File: config.mk
export PLATFORM = sky130hd
export DESIGN_NAME = fetch_unit
export DESIGN_NICKNAME = d
export VERILOG_FILES = /design/src/rtl/riscv_pkg.sv /design/src/rtl/if_id_reg.sv /design/src/rtl/fetch_unit.sv
export SDC_FILE = /design/constraint.sdc
export NUM_CORES = 1
export LEC_CHECK = 0
export BUFFER_PORTS_ARGS = -buffer_cell sky130_fd_sc_hd__buf_2
export CORE_MARGIN = 3
export CORE_UTILIZATION = 53
export CTS_CLUSTER_SIZE = 25
export DETAILED_ROUTE_END_ITERATION = 12
export PLACE_DENSITY_LB_ADDON = 0.2
export SYNTH_ARGS = -nofsm -noshare
export SYNTH_HDL_FRONTEND = slang
export SYNTH_SLANG_ARGS = --single-unit
File: constraint.sdc
create_clock -name clk -period 2.49 [get_ports clk]
set_clock_uncertainty 0.2 [all_clocks]
set_input_delay 0 -clock clk [delete_from_list [all_inputs] [get_ports clk]]
set_output_delay 0 -clock clk [all_outputs]
set_load 0.01 [all_outputs]
File: src/rtl/riscv_pkg.sv
// Shared constants for the instruction-fetch slice: instruction width, the
// canonical NOP, the sequential PC step and the fetch FSM state encodings.
package riscv_pkg;

  localparam int INSTR_W = 32;

  // addi x0, x0, 0 -- what decode sees whenever no instruction is valid
  localparam logic [INSTR_W-1:0] NOP_INSTR = 32'h00000013;

  // Byte distance between consecutive sequential fetches
  localparam int PC_INCR = 4;

  // Fetch FSM encodings, kept as plain constants so older tools can read them
  localparam logic [1:0] ST_FETCH = 2'd0;
  localparam logic [1:0] ST_WAIT  = 2'd1;
  localparam logic [1:0] ST_HOLD  = 2'd2;

endpackage

File: src/rtl/if_id_reg.sv
// IF/ID output register with a one-entry hold buffer. A flush empties both the
// output and the buffer. A load that arrives while decode is stalled on a
// valid instruction is parked in the buffer and released once the stall drops.
module if_id_reg
  import riscv_pkg::*;
#(
  parameter int               ADDR_W    = 32,
  parameter logic [31:0]      NOP_INSTR = riscv_pkg::NOP_INSTR
) (
  input  logic                clk,
  input  logic                reset,
  input  logic                load,
  input  logic [ADDR_W-1:0]   load_pc,
  input  logic [INSTR_W-1:0]  load_instr,
  input  logic                stall,
  input  logic                flush,
  output logic                if_valid,
  output logic [ADDR_W-1:0]   if_pc,
  output logic [INSTR_W-1:0]  if_instr
);

  logic                hold_full;
  logic [ADDR_W-1:0]   hold_pc;
  logic [INSTR_W-1:0]  hold_instr;
  logic                blocked;

  assign blocked = if_valid & stall;

  // Output register and hold buffer: flush first, then drain the buffer, then accept new loads, then consume
  always_ff @(posedge clk) begin
    if (reset) begin
      if_valid   <= 1'b0;
      if_pc      <= '0;
      if_instr   <= NOP_INSTR;
      hold_full  <= 1'b0;
      hold_pc    <= '0;
      hold_instr <= NOP_INSTR;
    end else if (flush) begin
      if_valid   <= 1'b0;
      if_instr   <= NOP_INSTR;
      hold_full  <= 1'b0;
    end else if (hold_full) begin
      if (!stall) begin
        if_valid  <= 1'b1;
        if_pc     <= hold_pc;
        if_instr  <= hold_instr;
        hold_full <= 1'b0;
      end
    end else if (load) begin
      if (blocked) begin
        hold_pc    <= load_pc;
        hold_instr <= load_instr;
        hold_full  <= 1'b1;
      end else begin
        if_valid <= 1'b1;
        if_pc    <= load_pc;
        if_instr <= load_instr;
      end
    end else if (if_valid && !stall) begin
      if_valid <= 1'b0;
      if_instr <= NOP_INSTR;
    end
  end

endmodule

File: src/rtl/fetch_unit.sv
// Instruction-fetch stage. Drives the external PC register, issues one memory
// request per PC with at most one outstanding, and hands responses to decode
// through if_id_reg. Redirects from execute override everything and flush.
module fetch_unit
  import riscv_pkg::*;
#(
  parameter int               ADDR_W    = 32,
  parameter logic [ADDR_W-1:0] RESET_PC = '0,
  parameter logic [31:0]      NOP_INSTR = riscv_pkg::NOP_INSTR
) (
  input  logic                clk,
  input  logic                reset,
  input  logic [ADDR_W-1:0]   pc_q,
  output logic                pc_load,
  output logic [ADDR_W-1:0]   pc_next,
  output logic                imem_req_valid,
  input  logic                imem_req_ready,
  output logic [ADDR_W-1:0]   imem_req_addr,
  input  logic                imem_resp_valid,
  input  logic [INSTR_W-1:0]  imem_resp_data,
  input  logic                redirect_valid,
  input  logic [ADDR_W-1:0]   redirect_pc,
  input  logic                stall,
  output logic                if_valid,
  output logic [ADDR_W-1:0]   if_pc,
  output logic [INSTR_W-1:0]  if_instr
);

  // RESET_PC documents what the external PC register comes out of reset with;
  // this stage never needs it because it always fetches from pc_q.

  logic [1:0]          state;
  logic [1:0]          state_next;
  logic                drop;
  logic                drop_next;
  logic [ADDR_W-1:0]   req_pc;
  logic                req_fire;
  logic                resp_load;

  // Request side and PC register control; a redirect suppresses the request and wins the PC mux
  always_comb begin
    imem_req_valid = 1'b0;
    imem_req_addr  = pc_q;
    pc_load        = 1'b0;
    pc_next        = pc_q + ADDR_W'(PC_INCR);
    if (!reset) begin
      imem_req_valid = (state == ST_FETCH) && !redirect_valid;
      if (redirect_valid) begin
        pc_load = 1'b1;
        pc_next = redirect_pc & ~ADDR_W'(3);
      end else if (imem_req_valid && imem_req_ready) begin
        pc_load = 1'b1;
      end
    end
  end

  assign req_fire = imem_req_valid & imem_req_ready;

  // Next-state logic; drop remembers that the response still in flight belongs to a squashed fetch
  always_comb begin
    state_next = state;
    drop_next  = drop;
    resp_load  = 1'b0;
    case (state)
      ST_FETCH: begin
        if (req_fire) state_next = ST_WAIT;
      end
      ST_WAIT: begin
        if (imem_resp_valid) begin
          state_next = ST_FETCH;
          drop_next  = 1'b0;
          if (!redirect_valid && !drop) begin
            resp_load = 1'b1;
            if (if_valid && stall) state_next = ST_HOLD;
          end
        end else if (redirect_valid) begin
          drop_next = 1'b1;
        end
      end
      ST_HOLD: begin
        if (redirect_valid || !stall) state_next = ST_FETCH;
      end
      default: state_next = ST_FETCH;
    endcase
  end

  // FSM, drop flag and the PC of the outstanding request
  always_ff @(posedge clk) begin
    if (reset) begin
      state  <= ST_FETCH;
      drop   <= 1'b0;
      req_pc <= '0;
    end else begin
      state <= state_next;
      drop  <= drop_next;
      if (req_fire) req_pc <= pc_q;
    end
  end

  if_id_reg #(
    .ADDR_W    (ADDR_W),
    .NOP_INSTR (NOP_INSTR)
  ) u_if_id_reg (
    .clk        (clk),
    .reset      (reset),
    .load       (resp_load),
    .load_pc    (req_pc),
    .load_instr (imem_resp_data),
    .stall      (stall),
    .flush      (redirect_valid),
    .if_valid   (if_valid),
    .if_pc      (if_pc),
    .if_instr   (if_instr)
  );

endmodule

Word-level counts from Yosys, hierarchy flattened
Index checks and enable logic that the tools add are counted.
{"block": "word_totals", "regBits": 165, "latch_bits": 0, "ram_bits": 0, "romBits": 0, "input_bits": 102, "out_inout_bits": 131, "wordCells": 76, "mem_count": 0}
{"block": "op_classes", "addsub": 1, "multipliers": 0, "div": 0, "magnitude_cmp": 0, "n_eq_ne": 8, "shifts": 0, "mux": 35, "n_bitwise": 4, "reduce_logical": 19}
{"op": "$mux 32", "count": 11}
{"op": "$add 32x3->32 const B", "count": 1}
{"op": "$mux 1", "count": 18}
{"op": "$mux 2", "count": 5}
{"op": "$ne 2x2->1 const B", "count": 4}
{"op": "$reduce_and 4->1", "count": 2}
{"op": "$pmux 2 s3", "count": 1}
{"op": "$reduce_and 3->1", "count": 2}
{"op": "$logic_and 1x1->1", "count": 5}
{"op": "$reduce_bool 2->1", "count": 2}
{"op": "$logic_not 1->1", "count": 3}
{"op": "$ne 3x2->1 const B", "count": 1}
{"op": "$reduce_bool 3->1", "count": 1}
{"op": "$and 1x1->1", "count": 2}
{"op": "$eq 2x1->1 const B", "count": 1}
{"op": "$eq 2x2->1 const B", "count": 1}
{"op": "$logic_not 2->1", "count": 1}
{"op": "$ne 2x1->1 const B", "count": 1}
{"op": "$not 1->1", "count": 2}
{"op": "$reduce_and 2->1", "count": 1}
{"op": "$reduce_or 2->1", "count": 1}
{"op": "$logic_or 1x1->1", "count": 1}

Depth between registers and ports, before layout
Gate-level depths: netlist of run 1.
{"block": "depth", "depth_word": 7, "depth_mapped": 8}

Cells and area by module
Synthesis of run 1 repeated with hierarchy kept, for this count alone.
{"block": "hier_totals", "cells_unflattened": 980, "hier_area_um2": 8818.5}
{"module": "if_id_reg", "n_inst": 1, "cells_each": 630, "area_per_inst_um2": 6412.4, "seq_area_each_um2": 2602.5}
{"module": "fetch_unit", "n_inst": 1, "cells_each": 350, "area_per_inst_um2": 2406.1, "seq_area_each_um2": 700.7}

Worst setup path after synthesis of run 1
Ideal clock, no wire load.
{"block": "synth_path", "path_kind": "register -> register", "start": "reg u_if_id_reg.if_valid", "end": "reg u_if_id_reg.if_pc[10]", "arrival_ns": 1.751, "t_required_ns": 2.152, "slack_ns": 0.402, "stages_incl_launch_ff": 8, "period_less_slack_ns": 2.088, "cell_sequence": "dfxtp_1 > or2_2 > clkbuf_1 > a21oi_1 > and2_1 > clkbuf_1 > clkbuf_1 > a211oi_1"}
{"block": "synth_via", "elab_chain_len": 3}
{"item": "start: declaration", "line": "if_id_reg.sv:17", "text": "output logic if_valid,"}
{"item": "start signal: assignment", "line": "if_id_reg.sv:32", "text": "if_valid <= 1'b0;"}
{"item": "start signal: assignment", "line": "if_id_reg.sv:39", "text": "if_valid <= 1'b0;"}
{"item": "start signal: assignment", "line": "if_id_reg.sv:44", "text": "if_valid <= 1'b1;"}
{"item": "$and 1x1->1", "line": "if_id_reg.sv:27", "text": "assign blocked = if_valid & stall;"}
{"item": "$ne 2x1->1 (no source line)"}
{"item": "$reduce_and 4->1 (no source line)"}
{"item": "end signal: assignment", "line": "if_id_reg.sv:45", "text": "if_pc <= hold_pc;"}
{"item": "end signal: assignment", "line": "if_id_reg.sv:56", "text": "if_pc <= load_pc;"}
{"item": "end: declaration", "line": "if_id_reg.sv:18", "text": "output logic [ADDR_W-1:0] if_pc,"}
Every way passes these cells.
A chain may end at the register's enable or synchronous reset.

Worst setup path after layout of run 1
{"block": "layout_path", "start": "reg state[0]", "end": "reg req_pc[0]"}
{"block": "layout_via", "elab_chain_len": 4}
{"item": "start: declaration", "line": "fetch_unit.sv:32", "text": "logic [1:0] state;"}
{"item": "start signal: assignment", "line": "fetch_unit.sv:94", "text": "state <= state_next;"}
{"item": "$logic_not 2->1", "line": "fetch_unit.sv:47", "text": "imem_req_valid = (state == ST_FETCH) && !redirect_valid;"}
{"item": "$logic_and 1x1->1", "line": "fetch_unit.sv:47"}
{"item": "$mux 1", "line": "fetch_unit.sv:46", "text": "if (!reset) begin"}
{"item": "$and 1x1->1", "line": "fetch_unit.sv:57", "text": "assign req_fire = imem_req_valid & imem_req_ready;"}
{"item": "end signal: assignment", "line": "fetch_unit.sv:96", "text": "if (req_fire) req_pc <= pc_q;"}
{"item": "end: declaration", "line": "fetch_unit.sv:36", "text": "logic [ADDR_W-1:0] req_pc;"}
Every way passes these cells.

==> results.md, run 1 <==
* PwrDens at 535 mW/mm²
* Leakage at 4.15 nW
* Min-Delay Path Class: in -> out
* Largest net degree at the start of global routing at 65
* Global-route wire length before repair at 42600 µm
* Power Total at 5.93 mW
* P_int at 4.41 mW
* Flop pwr share at 45.2%
* Final Cycle Share at 95.8%
* Clk_lat worst skew at 430 ps
* Port-buffer cells at 230
* CTS buffer count at 17
* Post-Synth XOR/XNOR Area at 1.56%
* Yosys Warn Count at 0
* Clk pin slew, worst setup/hold paths at 70 ps
* Mapped cell area at 0.00840 mm²
* Post-Synth Adder-Cell Area at 0.149%
* Number of global-route vias before repair at 8571
* Crit-path max FO at 32
* Total wire length at 26300 µm
* Max-slew violation count at 0
* Number of synthesized register bits at 165
* Multiplexer share of the synthesized area at 7.27%
* Fin crit period at 2390 ps
* Post-route ant nets at 0
* Crit. Startpoint: state[0]$_SDFFE_PP0P_
* Sequential cell area at 0.00331 mm²
* Unrepaired setup endpoints after global routing: false
* CTS sink cnt at 165
* Max cap viols at 0
* Avg Synthesized Cell Area at 7.47 µm²
* Max Freq at 419 MHz
* Die Ht at 132 µm
* Outcome: complete, no violations
* Worst slew margin at 25.6%
* Global placement routability congestion at 0.886
* Post-synthesis compound-gate area fraction at 22.1%
* Cells after Synth at 1125
* Worst Max-Slew Pin Slew at 1110 ps
* Sequential-to-total area share from yosys stat at 39.3%
* CTS tree: done
* Synthesized Nets at 1228
* DR vias at 8995
* Ant diodes at 0
* Critical Path RT at 2660 ps
* Final setup vio count at 0
* CP arrival at 2560 ps
* P_sw at 1.53 mW
* Grt total ovfl at 0
* Layout Cells excl Fill at 1598
* Largest family of logic cells by synthesized area: simple AND/OR/NAND/NOR gates
* Initial antenna violation count at 0
* Share of layout cells above drive strength 1 at 22.4%
* Fin Setup TNS at 0 ps
* WS Path Type: reg -> reg
* Utilization after layout at 72.1%
* IO Pins at 233
* Worst R2R Start: state[0]$_SDFFE_PP0P_
* Die W at 132 µm
* Root buffer cell: clkbuf_16
* GRT Total Usage at 29.3%
* Endpoints failing hold at 0
* Hold Path Origin: redirect_pc[3]
* Pre-antenna DRT Iters at 5
* Async set or reset register ratio after synthesis at 0%
* Die area at 0.0174 mm²
* Effective utilization at floorplan at 54.7%
* Worst vdd ir at 504 µV
* Top_reg_cell synth: dfxtp_1
* EDFF count, synth at 0
* Core Footprint at 0.0154 mm²
* Starting DRT DRC Count at 675
* H-tree level count at 4
* Clock power share at 42.8%
* Dpl cells at 1463
* Post-synthesis cell type count at 47
* Fillers at 1262
* Site Rows at 45
* Clock buffer depth at 2
* Nets at 1477
* Area Growth Syn to Fin at 31.9%
* Drt drc at 0
* Routed len/inst at 16.5 µm
* Comb power frac at 12.0%
* Multi-input logic area at 0.00454 mm²
* Synth Area in Simple Gates at 22.2%
* Type of origin of the critical path: flop
* Critical Path End Type: flop
* Vias/cell at 5.63
* Post-DP HPWL at 16600 µm
* Switch share at 25.8%
worst max-delay path, cell delays in order (launching register included):
cell	delay, ps
dfxtp_1	370
nor4_2	370
and2_1	210
buf_6	250
nand2_1	130
a21oi_1	190
dlygate4sd3_1	590
cell usage after synthesis (2+ instances only):
master | number | area, µm²
o21ai_0 | 80 | 400
nand4_1 | 11 | 68.8
nor3_1 | 5 | 25.0
buf_4 | 32 | 240
mux2i_1 | 61 | 611
nand2b_1 | 3 | 18.8
or2_2 | 3 | 18.8
nand3_1 | 42 | 210
a31oi_1 | 15 | 93.8
and3_1 | 5 | 31.3
o22ai_1 | 3 | 18.8
a211oi_1 | 33 | 248
a21o_1 | 29 | 218
buf_1 | 2 | 7.51
nor2_1 | 19 | 71.3
clkbuf_1 | 92 | 345
or4_1 | 8 | 60.1
nand3b_1 | 5 | 37.5
or3_1 | 4 | 25.0
inv_1 | 3 | 11.3
nand2_1 | 288 | 1080
dfxtp_1 | 165 | 3300
and4_1 | 4 | 35.0
xnor2_1 | 8 | 70.1
and2_1 | 5 | 31.3
or3_2 | 2 | 15.0
buf_2 | 3 | 15.0
o31ai_1 | 8 | 60.1
a21oi_1 | 158 | 791
xor2_1 | 7 | 61.3
nor4_1 | 6 | 37.5
worst paths after layout:
kind / slack (ps) / end / depth (start not counted)
max: 100 / req_pc[0]$_SDFFE_PP0P_ / 6
min: 70 / pc_next[3] / 4
max reg2reg: 100 / req_pc[0]$_SDFFE_PP0P_ / 6
min reg2reg: 250 / u_if_id_reg.hold_pc[12]$_SDFFE_PP0P_ / 2
sequential cells by signal (all words and copies together) (netlist names), 2 cells and up:
signal and count:
u_if_id_reg.hold_pc 32, req_pc 32, u_if_id_reg.if_pc 32, u_if_id_reg.if_instr 32
state 2, u_if_id_reg.hold_instr 32
stage by stage:
| stage | hold WS, ps | setup WS (ps) | cell area [µm²] |
|---|---|---|---|
| after floorplan | -123 | 402 | 8400 |
| after global placement | 25.1 | 265 | 9460 |
| after detailed placement | 26.1 | 227 | 9460 |
| after CTS | 74.5 | 24.3 | 11000 |
| after global routing | 105 | 17.5 | 11100 |
| final | 72.3 | 104 | 11100 |
kinds of logic (layout without fill, tap and decap cells):
family,count (synthesis),in the layout
xor gates and xnor gates,15,15
AOI/OAI and AO/OA,330,331
buffers and inverters,133,394
adders and majority gates,1,1
DFF,165,165
muxes,61,61
and+or+nand+nor,420,420
what timing repair did:
action,in CTS,in global routing
hold buffers,100,0
setup buffers,0,2
endpoints found under the hold margin,109,0
gates resized for setup,0,4
setup endpoints to repair,0,38
power groups by stage:
stage          logic [mW]  registers [mW]  clock network (mW)
3_5_place_dp        0.585            2.74                   0
5_1_grt             0.773            2.69                2.67
4_1_cts             0.695            2.68                2.56
3_3_place_gp        0.582            2.74                   0
2_1_floorplan       0.333            2.74                   0
6_report            0.710            2.68                2.54
routing by layer:
layer  GRT usage (%)  vias up  part of all wire (%)
li1                -     4382                     -
met1            36.1     4205                    41
met2            51.1      360                    50
met3            4.85       48                   6.5
met4            11.4        0                   2.0
met5               0        -                     0
final cells by class:
| cell class | count | area share, % |
|---|---|---|
| Inverter | 3 | 0.102 |
| Clock inverter | 13 | 1.09 |
| Clock buffer | 19 | 4.09 |
| Multi-Input combinational cell | 828 | 41.0 |
| Timing Repair Buffer | 359 | 21.5 |
| Tap cell | 211 | 2.38 |
| Sequential cell | 165 | 29.8 |
layout by cell type (no fill, tap or decap), types with 8 or more instances in the layout:
| master | instances |
|---|---|
| a211oi_1 | 33 |
| a21o_1 | 29 |
| a21oi_1 | 157 |
| a31oi_1 | 15 |
| buf_2 | 229 |
| buf_4 | 28 |
| clkbuf_16 | 17 |
| dfxtp_1 | 164 |
| dlygate4sd3_1 | 100 |
| mux2i_1 | 61 |
| nand2_1 | 288 |
| nand3_1 | 41 |
| nand4_1 | 11 |
| nor2_1 | 18 |
| o21ai_0 | 80 |
| xnor2_1 | 8 |
Note: power is estimated with default switching activity, not from simulation.
==> run 2, diff against run 1 <==
--- a/config.mk
+++ b/config.mk
@@ -6,8 +6,10 @@
 export NUM_CORES = 1
 export LEC_CHECK = 0
 export BUFFER_PORTS_ARGS = -buffer_cell sky130_fd_sc_hd__buf_2
+export CELL_PAD_IN_SITES_DETAIL_PLACEMENT = 0
+export CELL_PAD_IN_SITES_GLOBAL_PLACEMENT = 1
 export CORE_MARGIN = 3
-export CORE_UTILIZATION = 53
+export CORE_UTILIZATION = 38
 export CTS_CLUSTER_SIZE = 25
 export DETAILED_ROUTE_END_ITERATION = 12
 export PLACE_DENSITY_LB_ADDON = 0.2
==> run 2 against run 1 <==
Against the previous run: clock power increased by 2%; routed wire length is 6.1% higher; global-route usage decreased by 6.5 points; die area increased by 38%; combinational power increased by 2%; register-to-register slack about the same; core utilization shrank 19 points; via count decreased by 1.9%; sequential cell count did not move; critical endpoint is now req_pc[17]$_SDFFE_PP0P_; first-iteration DRC count decreased by 27%.
==> results.md, run 2 (synthesis results as in run 1) <==
* Final setup vio count at 0 (unchanged)
* Sequential cell area at 0.00331 mm² (unchanged)
* CP arrival at 2540 ps (was 2560 ps)
* CP max-delay cell: dlygate4sd3_1 (unchanged)
* Crit-path max FO at 17 (was 32)
* Post-DP HPWL at 17800 µm (was 16600 µm)
* Clk pin slew, worst setup/hold paths at 60 ps (was 70 ps)
* Global placement routability congestion at 0.807 (was 0.886)
* Clock buffer depth at 2 (unchanged)
* Global-route wire length before repair at 44700 µm (was 42600 µm)
* Type of origin of the critical path: flop (unchanged)
* GRT Total Usage at 22.8% (was 29.3%)
* Critical Path RT at 2650 ps (was 2660 ps)
* Outcome: complete, no violations (unchanged)
* Worst stage delay on the critical path at 590 ps (about the same)
* Max Freq at 420 MHz (was 419 MHz)
* Pre-antenna DRT Iters at 4 (was 5)
* Fin Setup TNS at 0 ps (unchanged)
* Min-Delay Path Class: in -> out (unchanged)
* Worst R2R Path Depth at 8 (was 6)
* CTS tree: done (unchanged)
* Critical Path End Type: flop (unchanged)
* Clk_lat worst skew at 430 ps (about the same)
* Leading cell type in the layout, fill and taps excluded: nand2_1 (unchanged)
* Post-CTS Setup Inserts at 0 (unchanged)
* Ant diodes at 0 (unchanged)
* Worst vdd ir at 367 µV (was 504 µV)
* WS Path Type: reg -> reg (unchanged)
* Multi-input logic area at 0.00453 mm² (was 0.00454 mm²)
* Grt total ovfl at 0 (unchanged)
* Max cap viols at 0 (unchanged)
* Hold Path Origin: redirect_pc[3] (unchanged)
* Worst hold endpoint: pc_next[3] (unchanged)
* Area Growth Syn to Fin at 33.8% (was 31.9%)
* Starting DRT DRC Count at 491 (was 675)
* Core Footprint at 0.0214 mm² (was 0.0154 mm²)
* Die area at 0.0239 mm² (was 0.0174 mm²)
* Root buffer cell: clkbuf_16 (unchanged)
* Nets at 1482 (was 1477)
* Crit-path cells: buf_4 -> nor4_4 -> buf_4 -> and2_2 -> buf_12 -> nand2_1 -> dlygate4sd3_1 -> a21oi_1 (was nor4_2 -> and2_1 -> buf_6 -> nand2_1 -> a21oi_1 -> dlygate4sd3_1)
* Fin crit period at 2380 ps (was 2390 ps)
* Site Rows at 53 (was 45)
* Max-slew violation count at 0 (unchanged)
* Die Ht at 155 µm (was 132 µm)
* Unrepaired setup endpoints after global routing: false (unchanged)
* Effective utilization at floorplan at 39.4% (was 54.7%)
* Most common cell on crit path: buf_4
* Final Cycle Share at 95.7% (was 95.8%)
* Number of global-route vias before repair at 8497 (was 8571)
* Routed metal-1 wire length at 12600 µm (was 10900 µm)
* Drt drc at 0 (unchanged)
* Total wire length at 28000 µm (was 26300 µm)
* Routed len/inst at 16.8 µm (was 16.5 µm)
* DR vias at 8822 (was 8995)
* CTS sink cnt at 165 (unchanged)
* Post-route ant nets at 0 (unchanged)
* IO Pins at 233 (unchanged)
* Worst R2R End: req_pc[17]$_SDFFE_PP0P_ (was req_pc[0]$_SDFFE_PP0P_)
* Port-buffer cells at 230 (unchanged)
* Worst Max-Slew Pin Slew at 862 ps (was 1110 ps)
* Commonest non-fill, non-tap cells in the layout: nand2_1, buf_2, dfxtp_1, a21oi_1, dlygate4sd3_1 (unchanged)
* Fillers at 2158 (was 1262)
* Share of layout cells above drive strength 1 at 22.6% (was 22.4%)
* Leakage at 4.07 nW (was 4.15 nW)
* Power Total at 5.99 mW (was 5.93 mW)
* Met3 WL at 1280 µm (was 1730 µm)
* Crit. Startpoint: state[0]$_SDFFE_PP0P_ (unchanged)
* Max layer used: met4 (unchanged)
* CTS buffer count at 17 (unchanged)
* R2R setup slack at 110 ps (was 100 ps)
* Vias/cell at 5.29 (was 5.63)
* Endpoints failing hold at 0 (unchanged)
* Initial antenna violation count at 0 (unchanged)
* Worst R2R Start: state[0]$_SDFFE_PP0P_ (unchanged)
* WL met2 at 13600 µm (was 13200 µm)
* Hold path cells at 4 (unchanged)
* Largest net degree at the start of global routing at 68 (was 65)
* Worst slew margin at 42.6% (was 25.6%)
* Die W at 155 µm (was 132 µm)
* PwrDens at 533 mW/mm² (was 535 mW/mm²)
* H-tree level count at 4 (unchanged)
run 2: changes by cell type in the layout (fill, tap and decap cells not counted), moves of 2 or more:
cell and delta:
buf_12 +2, buf_4 +4, clkbuf_1 +2, clkbuf_8 -2, clkinv_2 -3, inv_8 +3
run 2: where the power goes:
part,internal (mW),switching (mW),leakage (nW)
Combinational,0.309,0.415,2.47
Clock,1.41,1.17,0.274
Sequential,2.66,0.0182,1.33
Total,4.38,1.61,4.07
run 2: timing repair:
action,4_1_cts,5_1_grt
endpoints found under the hold margin,111,0
setup endpoints to repair,0,16
gates resized for setup,0,4
hold buffers,100,0
run 2: metal layers:
layer  global-route usage, %  vias up
met1                    29.0     4162
li1                        -     4402
met4                    6.60        0
met5                       0        -
met2                    39.6      228
met3                    3.97       30
run 2: stage by stage:
step / worst slack, ps / hold WS, ps / cells / cell area [µm²] / util (%)
CTS: 50.4 / 70.2 / 1666 / 11200 / 52.4
global route: 1.24 / 105 / 1667 / 11200 / 52.6
detailed placement: 276 / 22.3 / 1534 / 9620 / 45.1
finish: 107 / 66.6 / 1667 / 11200 / 52.6
global placement: 284 / 17.9 / 1534 / 9620 / 45.1
floorplan: 402 / -123 / 1125 / 8400 / -
run 2: worst max-delay path, delay by kind of cell, from the launching register on:
kind            cells  cell delay [ps]
simple gates        3              580
flops               1              310
compound gates      1              120
buf+inv             4             1100
run 2: final cells by class:
class	instances	share of cell area, %
Tap cell	275	3.06
Sequential cell	165	29.4
Clock buffer	19	3.85
Inverter	3	0.100
Timing Repair Buffer	365	22.0
Clock inverter	13	1.25
Multi-Input combinational cell	827	40.3
run 2: how the worst max path moves through the flow:
stage / slack, ps / depth (start not counted) / end
after global placement: 280 / 7 / u_if_id_reg.if_pc[5]$_SDFFE_PP0P_
after detailed placement: 280 / 7 / u_if_id_reg.if_pc[3]$_SDFFE_PP0P_
final: 110 / 8 / req_pc[17]$_SDFFE_PP0P_
after CTS: 50 / 7 / pc_next[25]
after floorplan: 400 / 7 / u_if_id_reg.if_pc[10]$_SDFFE_PP0P_
after global routing: 1 / 7 / pc_next[27]
